**src/rtl/alu_mc_pkg.sv**
```systemverilog
// Shared opcodes, FSM encoding and constants for the multi-cycle ALU.
// ALU_MC_MULDIV_EN selects whether MULU/DIVU use the iterative datapath.
package alu_mc_pkg;

  localparam logic [3:0] OP_AND   = 4'd0;
  localparam logic [3:0] OP_OR    = 4'd1;
  localparam logic [3:0] OP_NAND  = 4'd2;
  localparam logic [3:0] OP_NOR   = 4'd3;
  localparam logic [3:0] OP_ADDU  = 4'd4;
  localparam logic [3:0] OP_SUBU  = 4'd5;
  localparam logic [3:0] OP_SLT   = 4'd6;
  localparam logic [3:0] OP_EQUAL = 4'd7;
  localparam logic [3:0] OP_SFT   = 4'd8;
  localparam logic [3:0] OP_SFTV  = 4'd9;
  localparam logic [3:0] OP_LUI   = 4'd10;
  localparam logic [3:0] OP_MULU  = 4'd11;
  localparam logic [3:0] OP_DIVU  = 4'd12;

  typedef enum logic [1:0] {
    ST_IDLE = 2'd0,
    ST_EXEC = 2'd1,
    ST_ITER = 2'd2
  } state_t;

  // Divide-by-zero quotient is this bit replicated across the result width.
  localparam logic DIVZ_FILL = 1'b1;

endpackage

```
**src/rtl/alu_muldiv_iter.sv**
```systemverilog
// One-bit-per-cycle unsigned shift-add multiplier / restoring divider.
// The first step runs on the start edge, so finish rises WIDTH-1 cycles later.
module alu_muldiv_iter
  import alu_mc_pkg::*;
#(
  parameter  int WIDTH = 32,
  localparam int SHW   = $clog2(WIDTH)
) (
  input  logic             clk_i,
  input  logic             rst_i,
  input  logic             start,
  input  logic             is_div,
  input  logic [WIDTH-1:0] opa,
  input  logic [WIDTH-1:0] opb,
  output logic             finish,
  output logic [WIDTH-1:0] res_lo,
  output logic [WIDTH-1:0] res_hi
);

  logic [WIDTH-1:0] hi_q, lo_q, opnd_q;
  logic             div_q;
  logic [SHW-1:0]   cnt_q;

  logic [WIDTH-1:0] hi_s, lo_s, opnd_s;
  logic             div_s;
  logic [WIDTH:0]   sum, shifted;
  logic [WIDTH-1:0] diff;
  logic             step;

  // hi holds partial product / remainder, lo holds multiplier / dividend-quotient.
  always_comb begin
    hi_s    = start ? '0 : hi_q;
    lo_s    = start ? opa : lo_q;
    opnd_s  = start ? opb : opnd_q;
    div_s   = start ? is_div : div_q;
    sum     = {1'b0, hi_s} + (lo_s[0] ? {1'b0, opnd_s} : '0);
    shifted = {hi_s, lo_s[WIDTH-1]};
    diff    = shifted[WIDTH-1:0] - opnd_s;
    res_hi  = sum[WIDTH:1];
    res_lo  = {sum[0], lo_s[WIDTH-1:1]};
    if (div_s) begin
      if (shifted >= {1'b0, opnd_s}) begin
        res_hi = diff;
        res_lo = {lo_s[WIDTH-2:0], 1'b1};
      end else begin
        res_hi = shifted[WIDTH-1:0];
        res_lo = {lo_s[WIDTH-2:0], 1'b0};
      end
    end
  end

  assign step   = start || (cnt_q != '0);
  assign finish = (cnt_q == SHW'(1));

  always_ff @(posedge clk_i or negedge rst_i) begin
    if (!rst_i) begin
      hi_q   <= '0;
      lo_q   <= '0;
      opnd_q <= '0;
      div_q  <= 1'b0;
      cnt_q  <= '0;
    end else if (step) begin
      hi_q   <= res_hi;
      lo_q   <= res_lo;
      opnd_q <= opnd_s;
      div_q  <= div_s;
      cnt_q  <= start ? SHW'(WIDTH - 1) : cnt_q - SHW'(1);
    end
  end

endmodule

```
**src/rtl/alu_mc.sv**
```systemverilog
// Multi-cycle EX-stage ALU with valid/ready handshake and registered results.
// Define ALU_MC_MULDIV_EN to enable iterative MULU/DIVU (alu_muldiv_iter).
//
// state | meaning
// IDLE  | ready_o=1, waiting for valid_i
// EXEC  | result registers hold the new value, done_o=1
// ITER  | multiply/divide stepping one bit per cycle, inputs ignored
module alu_mc
  import alu_mc_pkg::*;
#(
  parameter  int WIDTH = 32,
  localparam int SHW   = $clog2(WIDTH)
) (
  input  logic             clk_i,
  input  logic             rst_i,
  input  logic             valid_i,
  output logic             ready_o,
  input  logic [WIDTH-1:0] src1_i,
  input  logic [WIDTH-1:0] src2_i,
  input  logic [SHW-1:0]   shamt_i,
  input  logic [3:0]       ctrl_i,
  output logic [WIDTH-1:0] result_o,
  output logic [WIDTH-1:0] hi_o,
  output logic             zero_o,
  output logic             done_o
);

  state_t state_q, state_d;

  logic                    accept;
  logic                    go_iter;
  logic                    iter_done;
  logic [WIDTH-1:0]        op_res, op_hi;
  logic [WIDTH-1:0]        iter_lo, iter_hi;
  logic                    lt_s;
  logic signed [WIDTH-1:0] src2_sgn;

  assign accept   = valid_i && ready_o;
  assign ready_o  = (state_q == ST_IDLE);
  assign done_o   = (state_q == ST_EXEC);
  assign lt_s     = $signed(src1_i) < $signed(src2_i);
  assign src2_sgn = $signed(src2_i);

  always_comb begin
    op_res = '0;
    op_hi  = '0;
    case (ctrl_i)
      OP_AND:   op_res = src1_i & src2_i;
      OP_OR:    op_res = src1_i | src2_i;
      OP_NAND:  op_res = ~(src1_i & src2_i);
      OP_NOR:   op_res = ~(src1_i | src2_i);
      OP_ADDU:  op_res = src1_i + src2_i;
      OP_SUBU:  op_res = src1_i - src2_i;
      OP_SLT:   op_res = {{(WIDTH-1){1'b0}}, lt_s};
      OP_EQUAL: op_res = {{(WIDTH-1){1'b0}}, src1_i == src2_i};
      OP_SFT:   op_res = src2_sgn >>> shamt_i;
      OP_SFTV:  op_res = src2_sgn >>> src1_i[SHW-1:0];
      OP_LUI:   op_res = {src2_i[WIDTH/2-1:0], {(WIDTH/2){1'b0}}};
`ifdef ALU_MC_MULDIV_EN
      OP_DIVU: begin
        op_res = {WIDTH{DIVZ_FILL}};
        op_hi  = src1_i;
      end
`endif
      default: begin
        op_res = '0;
        op_hi  = '0;
      end
    endcase
  end

`ifdef ALU_MC_MULDIV_EN
  // Divide by zero bypasses the iterative path and completes through EXEC.
  assign go_iter = (ctrl_i == OP_MULU) ||
                   ((ctrl_i == OP_DIVU) && (src2_i != '0));

  alu_muldiv_iter #(.WIDTH(WIDTH)) u_iter (
    .clk_i  (clk_i),
    .rst_i  (rst_i),
    .start  (accept && go_iter),
    .is_div (ctrl_i == OP_DIVU),
    .opa    (src1_i),
    .opb    (src2_i),
    .finish (iter_done),
    .res_lo (iter_lo),
    .res_hi (iter_hi)
  );
`else
  assign go_iter   = 1'b0;
  assign iter_done = 1'b0;
  assign iter_lo   = '0;
  assign iter_hi   = '0;
`endif

  always_comb begin
    state_d = state_q;
    case (state_q)
      ST_IDLE: if (valid_i) state_d = go_iter ? ST_ITER : ST_EXEC;
      ST_EXEC: state_d = ST_IDLE;
      ST_ITER: if (iter_done) state_d = ST_EXEC;
      default: state_d = ST_IDLE;
    endcase
  end

  always_ff @(posedge clk_i or negedge rst_i) begin
    if (!rst_i) state_q <= ST_IDLE;
    else        state_q <= state_d;
  end

  // Single-cycle results land on the accept edge so they are visible with done_o.
  always_ff @(posedge clk_i or negedge rst_i) begin
    if (!rst_i) begin
      result_o <= '0;
      hi_o     <= '0;
      zero_o   <= 1'b1;
    end else if (accept && !go_iter) begin
      result_o <= op_res;
      hi_o     <= op_hi;
      zero_o   <= (op_res == '0);
    end else if ((state_q == ST_ITER) && iter_done) begin
      result_o <= iter_lo;
      hi_o     <= iter_hi;
      zero_o   <= (iter_lo == '0);
    end
  end

endmodule

```
**config.mk**
```make
export PLATFORM = sky130hd
export DESIGN_NAME = alu_mc
export DESIGN_NICKNAME = d
export VERILOG_FILES = /design/src/rtl/alu_mc_pkg.sv /design/src/rtl/alu_muldiv_iter.sv /design/src/rtl/alu_mc.sv
export SDC_FILE = /design/constraint.sdc
export NUM_CORES = 1
export LEC_CHECK = 0
export CAP_MARGIN = 15
export CORE_MARGIN = 2
export CORE_UTILIZATION = 55
export DETAILED_ROUTE_END_ITERATION = 16
export PLACE_DENSITY = 0.81
export SYNTH_ARGS = -nofsm -noshare
export SYNTH_HDL_FRONTEND = slang
export SYNTH_SLANG_ARGS = --single-unit
```
**constraint.sdc**
```tcl
create_clock -name clk_i -period 2.4 [get_ports clk_i]
set_input_delay 0.48 -clock clk_i [delete_from_list [all_inputs] [get_ports clk_i]]
set_output_delay 0.48 -clock clk_i [all_outputs]
set_load 0.01 [all_outputs]
```
==> results.ini, run 1 <==
[logic_synthesis]
postSynth.asyncResetShare_pct=100
syn_area_per_cell_sq_um=7.06
yosysWarnings=0
synth_top_area_share_pct=14.0
ys_ff_latch=34
seq_area_frac_synth_pct=9.42
synth_ff_type=dfrtp_1
synth.area.top_cells=ha_1 14%, mux2i_1 9.7%, dfrtp_1 9.1%
synth_top_area_cell=ha_1
netlist_area_sq_mm=0.00905
postSynthCellCount=1281
synth_edf_count=0
ys_types=87

[clock_network]
root_buffer=clkbuf_16
cts.path.max_buffers=2
h-tree-depth=2
cts.sinks=34
cts_made_buffers=5

[grt]
grt_pass1_vias=17100
gr-usage-all-layers_pct=79.0
grt_overflow=82
grt_max_degree=91
grt_pass1_wl_um=106000

[floorplan]
io_pins=143
rows=46
die_h_um=132
start_util_pct=56.6
die_w_um=132

[placed_design]
gp_congestion=1.34
io_buffers=110
dpl.hpwl_um=36400
dpl_cell_area_sq_mm=0.0137
dp_slack_ns=-2.69

[outcome]
status=aborted with a tool error
haltStage=global routing
error_line=[ERROR GRT-0116] Global routing finished with congestion. Check the congestion regions in the DRC Viewer.

-- metrics by stage --
step / std cells / hold WS [ns] / setup TNS, ns
4_1_cts: 2024 / 0.475 / -25.76
3_5_place_dp: 1983 / 0.462 / -51.01
3_3_place_gp: 1983 / 0.455 / -46.79
2_1_floorplan: 1312 / 0.184 / -12.34
-- layer usage --
layer  global-route usage [%]  GRT overflow
met1                     78.2             0
met2                     92.5            34
met3                     66.2             1
met4                     82.0            47
met5                     36.4             0
-- logic make-up after synthesis --
kind of cell / after synthesis / share of synthesized area (%)
compound gates: 415 / 30.8
xor+xnor: 51 / 4.94
fa+ha+maj: 103 / 14.4
buf+inv: 214 / 10.9
flops: 34 / 9.42
mux: 99 / 11.5
other cells: 1 / 0.0414
simple gates: 364 / 18.1
-- synth_stat cells (17+ instances only) --
cell type / count
nand2_1: 140
nor2_1: 108
inv_1: 106
a21oi_1: 104
ha_1: 101
mux2i_1: 88
o21ai_0: 86
xnor2_1: 45
clkbuf_1: 42
buf_4: 35
dfrtp_1: 33
a211oi_1: 26
nand3_1: 25
a31oi_1: 22
nor3_1: 19
buf_2: 17
-- what timing repair did --
item | CTS
gates resized for setup | 186
hold buffers | 0
cloned | 1
pin swaps | 62
buffers inserted | 37
endpoints found under the hold margin | 0
endpoints found under the setup margin | 33
==> inputs of run 2 (changes only) <==
--- a/config.mk
+++ b/config.mk
@@ -7,9 +7,9 @@
 export LEC_CHECK = 0
 export CAP_MARGIN = 15
 export CORE_MARGIN = 2
-export CORE_UTILIZATION = 55
+export CORE_UTILIZATION = 40
 export DETAILED_ROUTE_END_ITERATION = 16
-export PLACE_DENSITY = 0.81
+export PLACE_DENSITY_LB_ADDON = 0.15
 export SYNTH_ARGS = -nofsm -noshare
 export SYNTH_HDL_FRONTEND = slang
 export SYNTH_SLANG_ARGS = --single-unit
==> run 2 against run 1 <==
Net effect:
- the flow now finishes, with violations (negative setup slack)
- synthesized cell count did not move
- synthesized area did not move
==> results.ini, run 2 <==
[outcome]
status=finished with violations
violations=negative setup slack

[logic_synthesis]
postSynth.asyncResetShare_pct=100
synth_top_area_cell=ha_1
synth.area.top_cells=ha_1 14%, mux2i_1 9.7%, dfrtp_1 9.1%
yosysMostFrequentCell=nand2_1
ys_ff_latch=34
synth_edf_count=0
seq_area_frac_synth_pct=9.42
syn_area_per_cell_sq_um=7.06
netlist_area_sq_mm=0.00905
ys_types=87
synth_common_cells=140 x nand2_1, 108 x nor2_1, 106 x inv_1
postSynthCellCount=1281
yosysWarnings=0
synth_top_area_share_pct=14.0
synth_ff_type=dfrtp_1

[cells_and_area]
layout_commonest_cell=buf_4
stdcell_count=2216
area_growth_pct=85.7
largest_reg_flops=32
top_register=result_o
postLayoutCellArea_sq_mm=0.0168
antenna_cells=0
top_regs=result_o (32), state_q (1), zero_o (1)
final_nets=2109
drive_gt1_share_pct=47.7
final_cell_mix=557 x buf_4, 131 x nand2_1, 97 x nor2_1

[timing]
fin_skew_ns=0.00761
setup_slack_ns=-1.50
rsz0062_at_grt=true
final-setup-viol-count=33
whs_ns=0.470
worstMarginPinSlew_ns=0.825
max_slew_margin_pct=45.0
finalSetupTns_ns=-27.77
fmax_mhz=256
drv_slew=0
period_minus_slack_ns=3.90
hold_viol=0
period_share_pct=162

[clock_network]
root_buffer=clkbuf_16
cts.sinks=34
clkLatencyLatePin_ns=0.28
h-tree-depth=2
cts_made_buffers=5
clkSlewWorstSetupHoldPaths_ns=0.06
cts.path.max_buffers=2
cts_tree=done
cts_hold_buf=0

[setup_path]
slowest_stage=or4_4
start_kind=input port
critPathKind=input port to flip-flop
max_stage_delay_ns=0.53
endpoint_kind=flip-flop
cp.arrival_ns=4.13
crit_chain=buf_12, buf_12, inv_12, ha_4, fa_2, o21ba_4, or4_4, a21oi_4, buf_6, o21ai_4, a21oi_4, buf_6, o31ai_2, a311oi_1, nor2_1, nor4_2, nand4_1, nor4_2, a32o_1
path_max_fanout=4
cp_top_family=simple AND/OR/NAND/NOR gates
cp.required_ns=2.63
timing.critical_path.buf_inv=5

[hold_path]
hold_class=flip-flop to flip-flop

[routing]
drtIter0Drc=1217
drt-pass1-iter-count=8
wirelength_um=49700
vias=13000
drcViolationCount=0
via_per_inst=5.88
wl_per_cell_um=22.4
drtAntennaViolNets=0

[grt]
grt_overflow=0
grt_pass1_vias=12500
grt_pass1_wl_um=73400
antenna_found_initial=2
grt_max_degree=67
gr-usage-all-layers_pct=39.8

[floorplan]
io_pins=143
start_util_pct=40.3
die_w_um=154
die_h_um=154
core_area_sq_mm=0.0224
die_area_sq_mm=0.0238
rows=55

[placed_design]
dpl_cell_area_sq_mm=0.0142
gp_congestion=1.04
dpl.hpwl_um=38900
io_buffers=110
dp_slack_ns=-2.64
dp_cells=2107

[power]
p_leak_nw=7.80
switching_share_pct=42.5
clkPwrFrac_pct=13.9
p_comb_share_pct=74.2
p_switching_mw=2.57
p_int_mw=3.47
ir_drop_v=0.000303
powerDensity_mw_per_mm2=360
seq_power_share_pct=11.8

[job]
drv_cap=0

## run 2: cell counts after synthesis
No cell type changed its count.
## run 2: logic make-up after synthesis
kind of cell,Yosys count,share of synthesized area [%]
muxes,99,11.5
buffers and inverters,214,10.9
adders and majority gates,103,14.4
xor gates and xnor gates,51,4.94
AOI/OAI and AO/OA,415,30.8
other,1,0.0414
DFF,34,9.42
and+or+nand+nor,364,18.1
## run 2: area by class of cell
class                           instances  area (sq um)
Sequential cell                        34           852
Clock buffer                            5           125
Clock inverter                          3          68.8
Tap cell                              285           357
Timing Repair Buffer                  718          5940
Fill cell                            1694          5630
Multi-Input combinational cell       1064          9030
Inverter                              107           419
## run 2: per-stage QoR
step | power, mW | utilization (%)
after floorplan | 2.37 | -
after global placement | 4.26 | 63.4
after detailed placement | 4.28 | 63.4
after CTS | 5.66 | 71.7
after global routing | 6.30 | 74.9
final | 6.04 | 74.9
## run 2: layer usage
metal	vias to the layer above	wire length [um]	GRT usage [%]
met2	766	22100	65.1
li1	5901	-	-
met4	0	2870	16.9
met3	160	4300	4.09
met5	-	0	0
met1	6212	20400	53.4
## run 2: tightest hold or removal path: stages (launching register included)
cell     delay, ns
dfrtp_1       0.34
nand2_1       0.05
nand2_1       0.05
## run 2: what timing repair did
action | 4_1_cts | 5_1_grt
setup buffers | 80 | 33
gates cloned | 1 | 1
endpoints found under the setup margin | 33 | 33
resized for setup | 313 | 120
pin swaps | 111 | 65
## run 2: power groups by stage
stage / registers (mW) / logic [mW] / clock network [mW]
after CTS: 0.716 / 4.09 / 0.853
final: 0.714 / 4.48 / 0.842
after floorplan: 0.767 / 1.60 / 0
after detailed placement: 0.724 / 3.55 / 0
after global placement: 0.718 / 3.54 / 0
after global routing: 0.725 / 4.71 / 0.869
## run 2: path summary, 6_finish.rpt
kind / start / end / slack (ns) / depth (start not counted)
hold / removal: result_o[18] / result_o[18] / 0.47 / 2
min in group asynchronous: rst_i / result_o[3] / 0.60 / 2
setup reg to reg: state_q[0] / zero_o / -0.43 / 13
setup / recovery: src1_i[0] / zero_o / -1.50 / 19
max in group asynchronous: rst_i / zero_o / 1.47 / 2
hold reg to reg: result_o[18] / result_o[18] / 0.47 / 2
(Power assumes the default switching activity.)
==> RTL edit (flow settings as in run 2) <==
Re-encode `state_t` (3 states) as one-hot, 3 bits wide.
--- a/src/rtl/alu_mc_pkg.sv
+++ b/src/rtl/alu_mc_pkg.sv
@@ -17,8 +17,8 @@
   localparam logic [3:0] OP_DIVU  = 4'd12;
 
-  typedef enum logic [1:0] {
-    ST_IDLE = 2'd0,
-    ST_EXEC = 2'd1,
-    ST_ITER = 2'd2
+  typedef enum logic [2:0] {
+    ST_IDLE = 3'b001,
+    ST_EXEC = 3'b010,
+    ST_ITER = 3'b100
   } state_t;
 
Function: same outputs for any inputs over 10 cycles, from zero or initial values and one cycle with rst_i low; not proved beyond that.
==> RTL edit against run 2 <==
- the run still ends with negative setup slack left
- sequential cell count is 1 higher
- synthesized cell count is 14% higher
- sequential share of layout area is 0.51 points lower
- maximum frequency is 2.7% higher
- core utilization is 2.1 points higher
- total power is 14% higher
- synthesized area is 12% higher
- critical path type unchanged
- clock skew is 0.00081 ns lower
- worst setup slack better by 0.10 ns
- critical path depth is 4 lower
- final area is 15% higher
- routed wire length is 31% higher
- final cell count is 11% higher
- highest routed layer is now met5
==> RTL edit: results (changes against run 2) <==
======================================================================
Met2 demand-to-capacity share in global routing                  72.5%   +7.4 points
Data-path buffer share of cell area in the final layout          34.3%   -1.1 points
Clock skew                                                  0.00680 ns   -0.000811 ns
Clock tree buffer count of the final layout                          6   +1
Worst-case vdd ir drop                                        0.474 mV   +56%
Multi-In Gates                                                    1229   +16%
Maximum fanout count along the critical path                         6   +2
Slowest stage delay, CP                                        0.41 ns   -0.12 ns
Fraction of standard cell area in multi-input logic              55.8%   +2.0 points
Wire length after detailed routing                             64.9 mm   +31%
Hold path startpoint                                      result_o[25]$_DFFE_PN0P_
Number of cells on the worst reg-to-reg path                        12   -1
Global-route wire length before repair                         92.4 mm   +26%
Power dissipated by switching net loads                        3080 uW   +20%
HPWL after detailed placement                                  46.9 mm   +21%
Max transition margin                                            54.3%   +9.3 points
Starting DRC count in detailed routing                            1725   +42%
Number of antenna cells inserted                                     2   +2
Sequential share of the synthesized area                         8.68%   -0.74 points
Global Route Usage Sum                                           46.3%   +6.5 points
Gpl congestion                                                    1.05   +1.8%
End point of the most critical hold path                  result_o[25]$_DFFE_PN0P_
Leakage power of the design                                 0.00858 uW   +10%
Inverters excl. clock                                              101   -5.6%
Arrival time of data at the critical path endpoint             4.02 ns   -0.11 ns
Resized cells post-CTS                                             565   +81%
Total number of nets in the final design                          2303   +9.2%
Endpoints failing setup                                             33   unchanged
Ratio of cells with drive above 1 in the final layout            50.4%   +2.6 points
Fraction of area in clock buffers and inverters                 0.902%   -0.25 points
Start point of the critical path                             ctrl_i[1]
Cells taking the most area after synthesis                ha_1 (12%), dfrtp_1 (8.2%), mux2i_1 (7.0%)
Routed met1 length                                             23.9 mm   +17%
Top post-synthesis cells by count                         nand2_1 (151), a21oi_1 (131), nor2_1 (128), ha_1 (101), inv_1 (98)
Registers with the highest flip-flop counts               result_o: 32 flops, state_q: 2 flops, zero_o: 1 flops
Violated checks                                           negative setup slack
Fraction of area in registers                                    4.56%   -0.51 points
Number of setup buffers added after CTS                             90   +13%
Outcome                                                   complete, but fails checks
Pin count of the biggest net entering global routing                49   -27%
Clock Sink Count                                                    35   +2.9%
Unique cell type count in the Yosys netlist                         82   -5.7%
Cell at the slowest stage of the critical path                and4bb_4
Uppermost layer routed                                            met5
Setup slack of the critical path after layout                 -1.40 ns   +0.101 ns
Global routing usage on met3                                     12.3%   +8.2 points
Vias                                                             15500   +19%
Metal3 WL                                                      7.51 mm   +75%
Layout filler cell count                                          1752   +3.4%
Detail Route met2 WL                                           27.8 mm   +25%
======================================================================
-- RTL edit: cell count changes in the layout (fill, tap and decap cells not counted), sizes merged, moves of 13 or more --
cell           delta
buf              +50
a21oi            +25
nand2b           +23
nor3             +23
mux2i            -19
nor2             +18
clkdlybuf4s50    -15
mux2             +13
-- RTL edit: worst reg2reg max path, cell delays in order, from the launching register on --
cell and delay, ns:
dfstp_2 0.53, nor2b_1 0.21, and2_1 0.18, inv_1 0.11, a21oi_1 0.22, nand3_1 0.12
a2bb2oi_2 0.14, a21oi_2 0.12, nand2_1 0.08, nor4_2 0.27, nand4_1 0.18, nor4b_4 0.24
a41o_1 0.18
-- RTL edit: power by group through the flow --
stage          Sequential, uW  Combinational (uW)  Clock, uW
4_1_cts                   794                4790        775
6_report                  794                5310        760
3_3_place_gp              796                3970          0
5_1_grt                   807                5510        800
2_1_floorplan             854                1800          0
3_5_place_dp              801                3990          0
-- RTL edit: logic make-up (layout without fill, tap and decap cells) --
family / Yosys count / in the layout / share of synthesized area, %
XOR/XNOR: 58 / 58 / 5.02
buffers and inverters: 228 / 861 / 9.98
other: 1 / 34 / 0.0370
AO/OA/AOI/OAI: 450 / 450 / 29.3
flip-flops: 35 / 35 / 8.68
multiplexers: 100 / 100 / 11.3
adder cells (fa/ha/maj): 103 / 103 / 12.9
AND/OR/NAND/NOR: 486 / 486 / 22.8
-- RTL edit: through the flow --
stage                     TNS [ns]  cell area [um2]  setup WS, ns  cells  power, uW
after floorplan             -11.67            10700         -1.29   1492       2650
final                       -21.55            19300         -1.40   2457       6870
after global routing        -23.76            19300         -1.57   2456       7110
after CTS                   -19.11            18400         -1.40   2430       6360
after detailed placement    -50.79            15600         -2.64   2336       4790
after global placement      -50.29            15600         -2.67   2336       4760
